**src/rtl/divu_hilo.sv**
```systemverilog
// Unsigned 32/32 restoring divider writing the remainder to HiOut and the quotient to LoOut.
// Fixed 32-cycle latency from acceptance; a zero divisor completes in one cycle; DIVU while busy is dropped.
module divu_hilo #(
  parameter logic [5:0] DIVU = 6'b011011,
  parameter int         ITER = 32
) (
  input  logic        clk,
  input  logic        reset,
  input  logic [31:0] dataA,
  input  logic [31:0] dataB,
  input  logic [5:0]  Signal,
  output logic [31:0] HiOut,
  output logic [31:0] LoOut,
  output logic        busy,
  output logic        done,
  output logic        divByZero
);

  typedef enum logic [1:0] {IDLE, CALC, FIN} state_t;

  localparam logic [5:0] LAST = 6'(ITER - 1);

  state_t      state, state_nx;
  logic [63:0] work;
  logic [31:0] divisor;
  logic [5:0]  count;

  logic        accept, zdiv, last_step, fits;
  logic [32:0] trial;
  logic [31:0] diff, step_hi, step_lo;

  // One restoring step: the shifted partial remainder needs 33 bits before the compare.
  assign trial     = work[63:31];
  assign fits      = trial >= {1'b0, divisor};
  assign diff      = trial[31:0] - divisor;
  assign step_hi   = fits ? diff : trial[31:0];
  assign step_lo   = {work[30:0], fits};
  assign last_step = (count == LAST);

  always_ff @(posedge clk or posedge reset) begin
    if (reset) state <= IDLE;
    else       state <= state_nx;
  end

  always_comb begin
    state_nx = state;
    accept   = 1'b0;
    zdiv     = 1'b0;
    case (state)
      IDLE: begin
        if (Signal == DIVU) begin
          if (dataB != 32'd0) begin
            accept   = 1'b1;
            state_nx = CALC;
          end else begin
            zdiv = 1'b1;
          end
        end
      end
      CALC:    if (last_step) state_nx = FIN;
      FIN:     state_nx = IDLE;
      default: state_nx = IDLE;
    endcase
  end

  always_ff @(posedge clk or posedge reset) begin
    if (reset) begin
      work      <= 64'd0;
      divisor   <= 32'd0;
      count     <= 6'd0;
      HiOut     <= 32'd0;
      LoOut     <= 32'd0;
      busy      <= 1'b0;
      done      <= 1'b0;
      divByZero <= 1'b0;
    end else begin
      done <= 1'b0;
      if (accept) begin
        divisor   <= dataB;
        work      <= {32'd0, dataA};
        count     <= 6'd0;
        busy      <= 1'b1;
        divByZero <= 1'b0;
      end else if (zdiv) begin
        HiOut     <= dataA;
        LoOut     <= 32'hFFFF_FFFF;
        divByZero <= 1'b1;
        done      <= 1'b1;
      end
      if (state == CALC) begin
        work  <= {step_hi, step_lo};
        count <= count + 6'd1;
        if (last_step) begin
          HiOut <= step_hi;
          LoOut <= step_lo;
          busy  <= 1'b0;
          done  <= 1'b1;
        end
      end
    end
  end

endmodule

```
**config.mk**
```make
export PLATFORM = sky130hd
export DESIGN_NAME = divu_hilo
export DESIGN_NICKNAME = d
export VERILOG_FILES = /design/src/rtl/divu_hilo.sv
export SDC_FILE = /design/constraint.sdc
export NUM_CORES = 1
export LEC_CHECK = 0
export BUFFER_PORTS_ARGS = -buffer_cell sky130_fd_sc_hd__buf_2
export CORE_MARGIN = 10
export CORE_UTILIZATION = 47
export DETAILED_ROUTE_END_ITERATION = 8
export GPL_ROUTABILITY_DRIVEN = 0
export HOLD_SLACK_MARGIN = 0.15
export PLACE_DENSITY = 0.68
export SLEW_MARGIN = 40
export SYNTH_ARGS = -nofsm -noshare
export SYNTH_HDL_FRONTEND = slang
export SYNTH_SLANG_ARGS = --single-unit
export TNS_END_PERCENT = 30
```
**constraint.sdc**
```tcl
create_clock -name clk -period 6.8 [get_ports clk]
set_input_delay 0.68 -clock clk [delete_from_list [all_inputs] [get_ports clk]]
set_output_delay 0.68 -clock clk [all_outputs]
set_load 0.02 [all_outputs]
```
# Yosys cells after proc, flatten, opt, wreduce, memory -nomap -nowiden
# Index checks and enable logic that the tools add are counted.
# op_classes
multipliers,0
n_reduce_logical,5
n_bitwise,0
div_mod_pow,0
shift,0
n_addsub,2
muxes,32
n_lt_le_gt_ge,1
n_eq_ne,6
# op_table
op,count
32-bit 2-to-1 mux,9
64-bit 2-to-1 mux,2
33-bit by 32-bit >= comparator with 1-bit output,1
32-bit nonzero test,1
32-bit subtractor,1
1-bit 2-to-1 mux,15
"6-bit by 5-bit equality test with 1-bit output, second input constant",2
6-bit 2-to-1 mux,2
"6-bit by 1-bit adder with 6-bit output, second input constant",1
2-bit 2-to-1 mux,3
"2-bit != test, second input constant",3
2-bit case mux with 2 select lines,1
2-bit nonzero test,2
3-bit AND reduction,1
"2-bit by 1-bit equality test with 1-bit output, second input constant",1
2-bit logical NOT,1
# word_totals
latch_bits,0
reg_bits,171
inputBits,72
n_memories,0
elab_cells,55
romBits,0
mem_bits_rw,0

# Depth between registers and ports, before layout
# Gate-level depths: netlist (run 1).
# logic_depth
depth_word,8
ltp_mapped,14

# Worst setup path after synthesis (run 1)
# Ideal clock, no wire load.
# synth_timing
path_type,register to register
startpoint,register work[31]
endpoint,register HiOut[28]
stages_incl_launch_ff,14
arrival_time_ns,2.597
setup_time_ns,0.137
slack_ns,4.066
t_required_ns,6.663
n_path_buf,0
path_cell_list,dfrtp_1 > inv_1 > ha_1 > inv_1 > fa_1 > a21o_1 > a221oi_4 > o2111ai_2 > and3_1 > o22a_2 > a221oi_2 > xnor2_1 > mux2i_1 > a21oi_1
# synth_via
elab_chain_cells,4
elab_cells_between_ends,5
cone_classes,1 x add/sub; 1 x order compare; 3 x mux
# synth_lines
element,line,text
"start, declared",24,logic [63:0] work;
"start signal, assigned",80,"work <= {32'd0, dataA};"
"start signal, assigned",91,"work <= {step_hi, step_lo};"
32-bit subtractor or 33-bit by 32-bit >= comparator with 1-bit output (tied branches),"35, 34",
32-bit 2-to-1 mux *,36,assign step_hi = fits ? diff : trial[31:0];
32-bit 2-to-1 mux *,93,if (last_step) begin
32-bit 2-to-1 mux *,90,if (state == CALC) begin
"end signal, assigned",85,HiOut <= dataA;
"end signal, assigned",94,HiOut <= step_hi;
"end, declared",12,"output logic [31:0] HiOut,"
# Every way passes the cells marked *; elsewhere a longest branch is shown, timed or not.
# A chain may end at the register's enable or synchronous reset.

# Worst setup path after layout (run 1)
# layout_timing
startpoint,register work[33]
endpoint,register HiOut[28]
# Same word-level chain as after synthesis.

==> reports/qor.csv, run 1 <==
metric,value,unit
# IOs,139,
mapped cell area,8990,um^2
synthesized instance count,1064,
Setup Buffers After CTS,0,
Crit. End Element,flop,
Worst EP required,7090,ps
sequential area share after synthesis,47.6,%
Post-synth top flop,dfrtp_1,
met2 WL,12.9,mm
fill cell count,1757,
crit path kind,flop to flop,
die extent in y,158,um
clk_skew,11.7,ps
hold buffers post-CTS,0,
DR WL met3,1.79,mm
initial core utilization,47.9,%
Final Hold Viols,0,
number of synthesized register bits,171,
Critical Path Start,work[33],
"EDFF count, synth",0,
DRT antenna net count,0,
Tot Pwr,4850,uW
CTS tree,yes,
post-layout net count,1271,
Leak Pwr,0.00466,uW
uppermost layer routed,met4,
Layout area overhead,16.0,%
crit path time final,3500,ps
number of inserted diodes,0,
first-pass GRT wire length,42.6,mm
vias in the first global route,8066,
post-DP HPWL,18.3,mm
RSZ-0062 raised after global routing,no,
Synth Area in Compound Gates,18.9,%
Final Setup Violations,0,
WP data arrival,3790,ps
vias per cell,5.69,
slew at the pin closest to its max-slew limit,771,ps
GR Util All Layers,21.4,%
maximum clock frequency,286,MHz
Worst-path clk slew,70,ps
DRC,0,
mux share of post-synthesis cell area,1.11,%
row count,50,
Clock Sinks,171,
Synth async-reset ratio,100,%
Startpoint Class,flop,
# resized after CTS,0,
share of post-route cells with drive strength above 1,16.9,%
CP max FO,36,
Reg area,4280,um^2
detailed-routing wirelength on met1,11.2,mm
Yosys cell types,56,
gr ovfl total,0,
I/O Buffers,138,
synth warn,0,
largest net degree at the start of global routing,108,
Routed WL,26.4,mm
Avg Inst Size Synth,8.45,um^2
VDD IR max,0.000235,V
Final TNS setup,0,ps
core area,18800,um^2
CTS Buf Count,17,
Tightest Hold Check Type,input port to async pin,
Synth Area in XOR/XNOR,2.82,%
area of the multi-input gates,4330,um^2
Mapped Nets,1170,
H-Tree Depth,4,
Simple-Gate Fraction of Synth Area,20.2,%
Routed wire per std cell,18.7,um
final worst path period share,51.5,%
max_slew headroom,48.4,%
CTS Root Cell,clkbuf_16,
final non-filler cell area,10400,um^2
clk_lat worst skew,440,ps
post-synthesis adder-cell area fraction,4.81,%
initial antenna violation count,0,
initial drt markers,645,
clock tree buffer depth,2,
Placed Area,9820,um^2
Pre-Repair DR Iteration Count,5,
Power Dens Cells,465,nW/um^2
main combinational cell family by area after synthesis,simple AND/OR/NAND/NOR gates,
"Slew Viols, Final",0,
status,"finished, final reports clean",
reg2reg start,work[33],
via count,8039,
max-cap check violation count,0,
die area,25100,um^2
Die W,158,um
## worst max-delay path, cell delays in order (launching register included)
cell,delay (ps)
dfrtp_1,410
ha_1,390
o211ai_1,100
a21oi_1,330
o21ai_1,160
a211oi_1,440
o2111ai_1,230
nand2_2,630
mux2i_1,530
a21oi_1,130
## cells in the final DEF, fill, tap and decap left out, types with 5 or more instances in the layout
cell type	netlist	final
o21ai_0	104	104
o22ai_1	32	32
nand4_1	10	10
nand2_1	159	156
ha_1	33	33
nand3_1	24	24
nor2_1	155	154
a211oi_1	5	5
xor2_1	14	14
dfrtp_1	171	171
and3_1	31	31
a21oi_1	110	110
buf_4	1	6
xnor2_1	15	15
clkbuf_16	0	17
inv_1	40	39
buf_2	8	138
inv_8	0	5
nor4_1	12	11
mux2i_1	10	10
a21o_1	9	9
a31oi_1	8	8
## synth_stat cells, types with 4 or more instances
master,instances,area (um^2)
a211oi_1,5,37.5
a21o_1,9,67.6
a21oi_1,110,551
a31oi_1,8,50.1
and2_1,5,31.3
and3_1,31,194
buf_1,7,26.3
buf_2,8,40.0
clkbuf_1,46,173
dfrtp_1,171,4280
ha_1,33,413
inv_1,40,150
mux2i_1,10,100
nand2_1,159,597
nand2b_1,6,37.5
nand3_1,24,120
nand4_1,10,62.6
nor2_1,155,582
nor4_1,12,75.1
o21ai_0,104,521
o21bai_1,4,30.0
o22ai_1,32,200
xnor2_1,15,131
xor2_1,14,123
## worst paths after layout
kind,to,slack (ps),depth (start not counted)
max,HiOut[28],3300,9
max reg2reg,HiOut[28],3300,9
min reg2reg,busy,500,2
min in group clk,divisor[12],460,3
min,divByZero,310,2
max in group asynchronous,work[19],5500,3
## per-stage QoR
stage | std cells | hold WS, ps | utilization [%] | worst slack (ps)
2_1_floorplan | 1064 | 450 | - | 1490
3_3_place_gp | 1380 | 476 | 52.2 | 2960
3_5_place_dp | 1380 | 485 | 52.3 | 3430
4_1_cts | 1412 | 423 | 55.5 | 3410
5_1_grt | 1412 | 359 | 55.6 | 3180
6_report | 1412 | 306 | 55.6 | 3300
## flip-flops by register name, indices dropped and copies added (netlist names)
register and flops:
state 2, count 6, divByZero 1, busy 1, LoOut 32, done 1, work 64, HiOut 32
divisor 32
## area by class of cell
cell class / count / area share, %
multi-input cells: 788 / 41.5
flip-flops and latches: 171 / 41.0
repair buffers: 146 / 7.27
clock buffers: 17 / 4.08
well taps: 234 / 2.81
clock inverters: 15 / 1.73
inverters: 41 / 1.62
## kinds of logic (layout without fill, tap and decap cells)
group / after synthesis / count (layout)
DFF: 171 / 171
muxes: 10 / 10
buffers and inverters: 105 / 219
xor gates and xnor gates: 29 / 29
and+or+nand+nor: 418 / 418
adders and majority gates: 34 / 34
AOI/OAI and AO/OA: 297 / 297
## per-layer routing
metal	vias to the layer above	track usage (%)
met4	0	6.57
met1	3901	27.5
met3	35	5.15
met5	-	0
met2	237	34.9
li1	3866	-
## power by group
group	internal (uW)	switching [uW]	leakage, uW	total [uW]
logic	784	1400	0.00261	2180
clock network	557	457	0.000294	1010
registers	1390	260	0.00176	1650
total	2740	2110	0.00466	4850
Note: power is estimated with default switching activity, not from simulation.
==> run 2, diff against run 1 <==
==> constraint.sdc (replaced) <==
create_clock -name clk -period 3.6 [get_ports clk]
set_input_delay 0.36 -clock clk [delete_from_list [all_inputs] [get_ports clk]]
set_output_delay 0.36 -clock clk [all_outputs]
set_load 0.02 [all_outputs]
==> reports/qor.csv, run 2 (synthesis gave the netlist of run 1 again) <==
metric,value,unit
GR Util All Layers,21.3,%
slew at the pin closest to its max-slew limit,726,ps
maximum clock frequency,319,MHz
"Slowest-stage cell, CP",o21ai_0,
Sw Ratio,43.5,%
Routed wire per std cell,18.2,um
status,"finished, final reports clean",
post-layout net count,1297,
DRT antenna net count,0,
CTS tree,yes,
crit path kind,flop to flop,
"Slew Viols, Final",0,
Final Util,56.9,%
"leading cell types in the layout, fill and taps excluded","171 x dfrtp_1, 157 x nand2_1, 155 x nor2_1",
Pre-Repair DR Iteration Count,5,
Leak Pwr,0.00478,uW
Seq pwr share,34.2,%
cells along the critical path,"ha_1, o21ai_0, a21oi_1, o21ai_1, a211oi_1, o2111ai_1, nand2_2, o21ai_0, o21ai_0",
clk_lat worst skew,440,ps
crit path time final,3140,ps
# IOs,139,
global-route track usage on met3,3.80,%
RSZ-0062 raised after global routing,no,
Layout area overhead,18.7,%
Crit path largest cell delay,690,ps
Tightest Hold Check Type,input port to flop,
Setup Buffers After CTS,0,
initial antenna violation count,0,
vias per cell,5.68,
met1 Track Usage GR,27.6,%
I/O Buffers,138,
clock tree buffer depth,2,
Power Dens Cells,855,nW/um^2
number of inserted diodes,0,
total net switching power,3970,uW
Worst Slack Setup Final,462,ps
"most common cell after layout, fill and taps aside",dfrtp_1,
GR Util met2,35.3,%
max reg flops,64,
Routed WL,26.2,mm
CTS Buf Count,17,
via count,8164,
Final Hold Viols,0,
max-cap check violation count,0,
Biggest register,work,
internal power,5160,uW
CP max FO,20,
Startpoint Class,flop,
row count,50,
initial drt markers,578,
Clk pwr share,20.1,%
die area,25100,um^2
H-Tree Depth,4,
final worst path period share,87.2,%
pre-CTS WS,527,ps
DRC,0,
crit-path leading delay family,compound AO/OA/AOI/OAI gates,
Worst-path clk slew,70,ps
Gate power share,45.8,%
Final Setup Violations,0,
max_slew headroom,51.1,%
WP data arrival,3420,ps
post-DP HPWL,19.3,mm
"most used cell, CP",o21ai_0,
Clock Sinks,171,
worst path bufs/invs,0,
Crit. End Element,flop,
vias in the first global route,8084,
initial core utilization,47.9,%
clk_skew,14.5,ps
Worst EP required,3880,ps
first-pass GRT wire length,42.5,mm
gr ovfl total,0,
VDD IR max,0.000476,V
Final TNS setup,0,ps
layer with the highest usage,met2,
largest net degree at the start of global routing,84,
core area,18800,um^2
die extent in y,158,um
CTS Root Cell,clkbuf_16,
Die W,158,um
share of post-route cells with drive strength above 1,17.2,%
run 2: worst paths after layout:
path,start,to,slack [ps],cells past startpoint
max in group asynchronous,reset,work[38],2460,4
min,dataB[3],divisor[3],160,3
max,work[36],work[37],460,9
max reg2reg,work[36],work[37],460,9
min reg2reg,busy,busy,510,2
min in group asynchronous,reset,HiOut[29],420,3
run 2: power groups by stage:
stage | clock (uW) | sequential (uW) | combinational [uW]
3_5_place_dp | 0 | 3140 | 4120
4_1_cts | 1860 | 3110 | 4170
5_1_grt | 1940 | 3210 | 4670
2_1_floorplan | 0 | 3320 | 2710
6_report | 1830 | 3120 | 4180
3_3_place_gp | 0 | 3130 | 4060
run 2: stage by stage:
| stage | hold slack, ps | total power [uW] | instances | instance area [um^2] |
|---|---|---|---|---|
| global route | 167 | 9820 | 1438 | 10700 |
| global placement | 480 | 7190 | 1392 | 9950 |
| finish | 157 | 9120 | 1438 | 10700 |
| CTS | 151 | 9140 | 1436 | 10600 |
| floorplan | 450 | 6030 | 1064 | 9000 |
| detailed placement | 496 | 7260 | 1392 | 9950 |
run 2: worst min-delay path, cell delays in order:
cell     delay, ps
buf_2           90
nand2_1         40
o21ai_0         60
run 2: timing repair:
item | in CTS | in global routing
hold endpoints to repair | 42 | 1
gates resized for setup | 0 | 0
hold buffers | 12 | 1
run 2: per-layer routing:
metal / up-vias / wire, um
li1: 3922 / -
met1: 3983 / 11400
met2: 223 / 12900
met3: 36 / 1350
met4: 0 / 532
met5: - / 0
run 2: layout make-up:
class	instances	area (um^2)
clock buffers	17	425
clock inverters	15	154
fillers	1707	8090
inverters	41	158
multi-input cells	788	4310
flip-flops and latches	171	4280
well taps	234	293
repair buffers	172	1050
==> run 3, diff against run 2 <==
==> constraint.sdc (replaced) <==
create_clock -name clk -period 3.1 [get_ports clk]
set_input_delay 0.31 -clock clk [delete_from_list [all_inputs] [get_ports clk]]
set_output_delay 0.31 -clock clk [all_outputs]
set_load 0.02 [all_outputs]
==> reports/qor.csv, run 3 (synthesis gave the netlist of run 1 again) <==
metric,value,unit
Critical Path Start,work[31],
via count,8245,
DRC,0,
R2R cell count,13,
Final Setup Violations,0,
Pre-Repair DR Iteration Count,5,
Final Hold Viols,0,
H-Tree Depth,4,
Tightest Hold Check Type,input port to flop,
clk_skew,9.38,ps
flop2flop setup slack,120,ps
WP data arrival,3290,ps
gr ovfl total,0,
fill cell count,1721,
slew at the pin closest to its max-slew limit,650,ps
DRT antenna net count,0,
vias in the first global route,8103,
initial drt markers,546,
Biggest register,work,
final worst path period share,96.1,%
clock tree buffer depth,2,
reg2reg start,work[31],
Crit. End Element,flop,
"leading cell types in the layout, fill and taps excluded","171 x dfrtp_1, 157 x nand2_1, 155 x nor2_1",
Startpoint Class,flop,
Layout area overhead,21.9,%
CTS tree,yes,
status,"finished, final reports clean",
die area,25100,um^2
number of inserted diodes,0,
RSZ-0062 raised after global routing,yes,
CP max FO,3,
Worst EP required,3410,ps
Min-Delay Path Depth,3,
max reg flops,64,
I/O Buffers,138,
share of post-route cells with drive strength above 1,17.9,%
maximum clock frequency,336,MHz
Die W,158,um
CTS Buf Count,17,
# IOs,139,
"most common cell after layout, fill and taps aside",dfrtp_1,
post-layout net count,1327,
Routed WL,26.8,mm
core area,18800,um^2
die extent in y,158,um
crit path kind,flop to flop,
Final TNS setup,0,ps
Clock Sinks,171,
initial core utilization,47.9,%
"Slew Viols, Final",0,
max-cap check violation count,0,
post-DP HPWL,19.2,mm
max_slew headroom,56.7,%
CTS Root Cell,clkbuf_16,
final non-filler cell area,11000,um^2
Leak Pwr,0.00489,uW
row count,50,
hold path endpoint,work[27],
GR Util All Layers,21.4,%
Power Dens Cells,969,nW/um^2
Hold Crit Start,dataA[27],
vias per cell,5.62,
first-pass GRT wire length,42.7,mm
largest net degree at the start of global routing,104,
Routed wire per std cell,18.2,um
Final Util,58.4,%
FF-to-FF End,work[62],
initial antenna violation count,0,
VDD IR max,0.000537,V
crit path time final,2980,ps
Worst-path clk slew,70,ps
Placed Area,10000,um^2
clk_lat worst skew,430,ps
## run 3: layout make-up
cell class              count  area (um^2)  area share, %
multi-input cells         788         4350           39.7
flip-flops and latches    171         4280           39.0
repair buffers            202         1350           12.3
clock buffers              20          437           3.98
well taps                 234          293           2.67
inverters                  41          158           1.44
clock inverters            12         93.8          0.856
## run 3: metrics by stage
stage	power [uW]	hold WS, ps	instances	setup slack [ps]
global placement	8430	471	1398	206
detailed placement	8520	441	1399	119
CTS	10600	161	1465	86.0
finish	10600	172	1468	120
floorplan	7000	415	1064	366
global route	11400	183	1468	-24.7
## run 3: worst max-delay path by stage
stage / end / cells after the start
4_1_cts: HiOut[30] / 13
2_1_floorplan: HiOut[28] / 13
5_1_grt: work[62] / 13
3_3_place_gp: HiOut[30] / 13
6_report: work[62] / 13
3_5_place_dp: HiOut[30] / 13
## run 3: power by group
group          internal [uW]  switching, uW  leakage, uW  total [uW]
combinational           1890           3140      0.00287        5040
clock                   1030            923     0.000257        1960
sequential              3060            568      0.00176        3630
## run 3: worst max-delay path: stages, from the launching register on
cell       delay, ps
dfrtp_1          380
inv_2             80
ha_4             140
inv_2             40
fa_2             350
a21o_1           220
a221oi_4         300
o2111ai_2        200
a41oi_2          220
o31a_1           310
o311ai_2         150
xor2_1           180
mux2i_1          190
o21ai_1          100
## run 3: repair_timing
item | in CTS | in global routing
hold buffers | 34 | 0
endpoints found under the hold margin | 101 | 0
setup buffers | 0 | 3
endpoints found under the setup margin | 0 | 73
gates resized for setup | 0 | 10
## run 3: metal layers
metal  share of wire [%]  global-route usage, %
met1                  44                   28.3
met2                  48                   34.0
met3                 5.3                   3.94
met4                 2.8                   8.29
met5                   0                      0
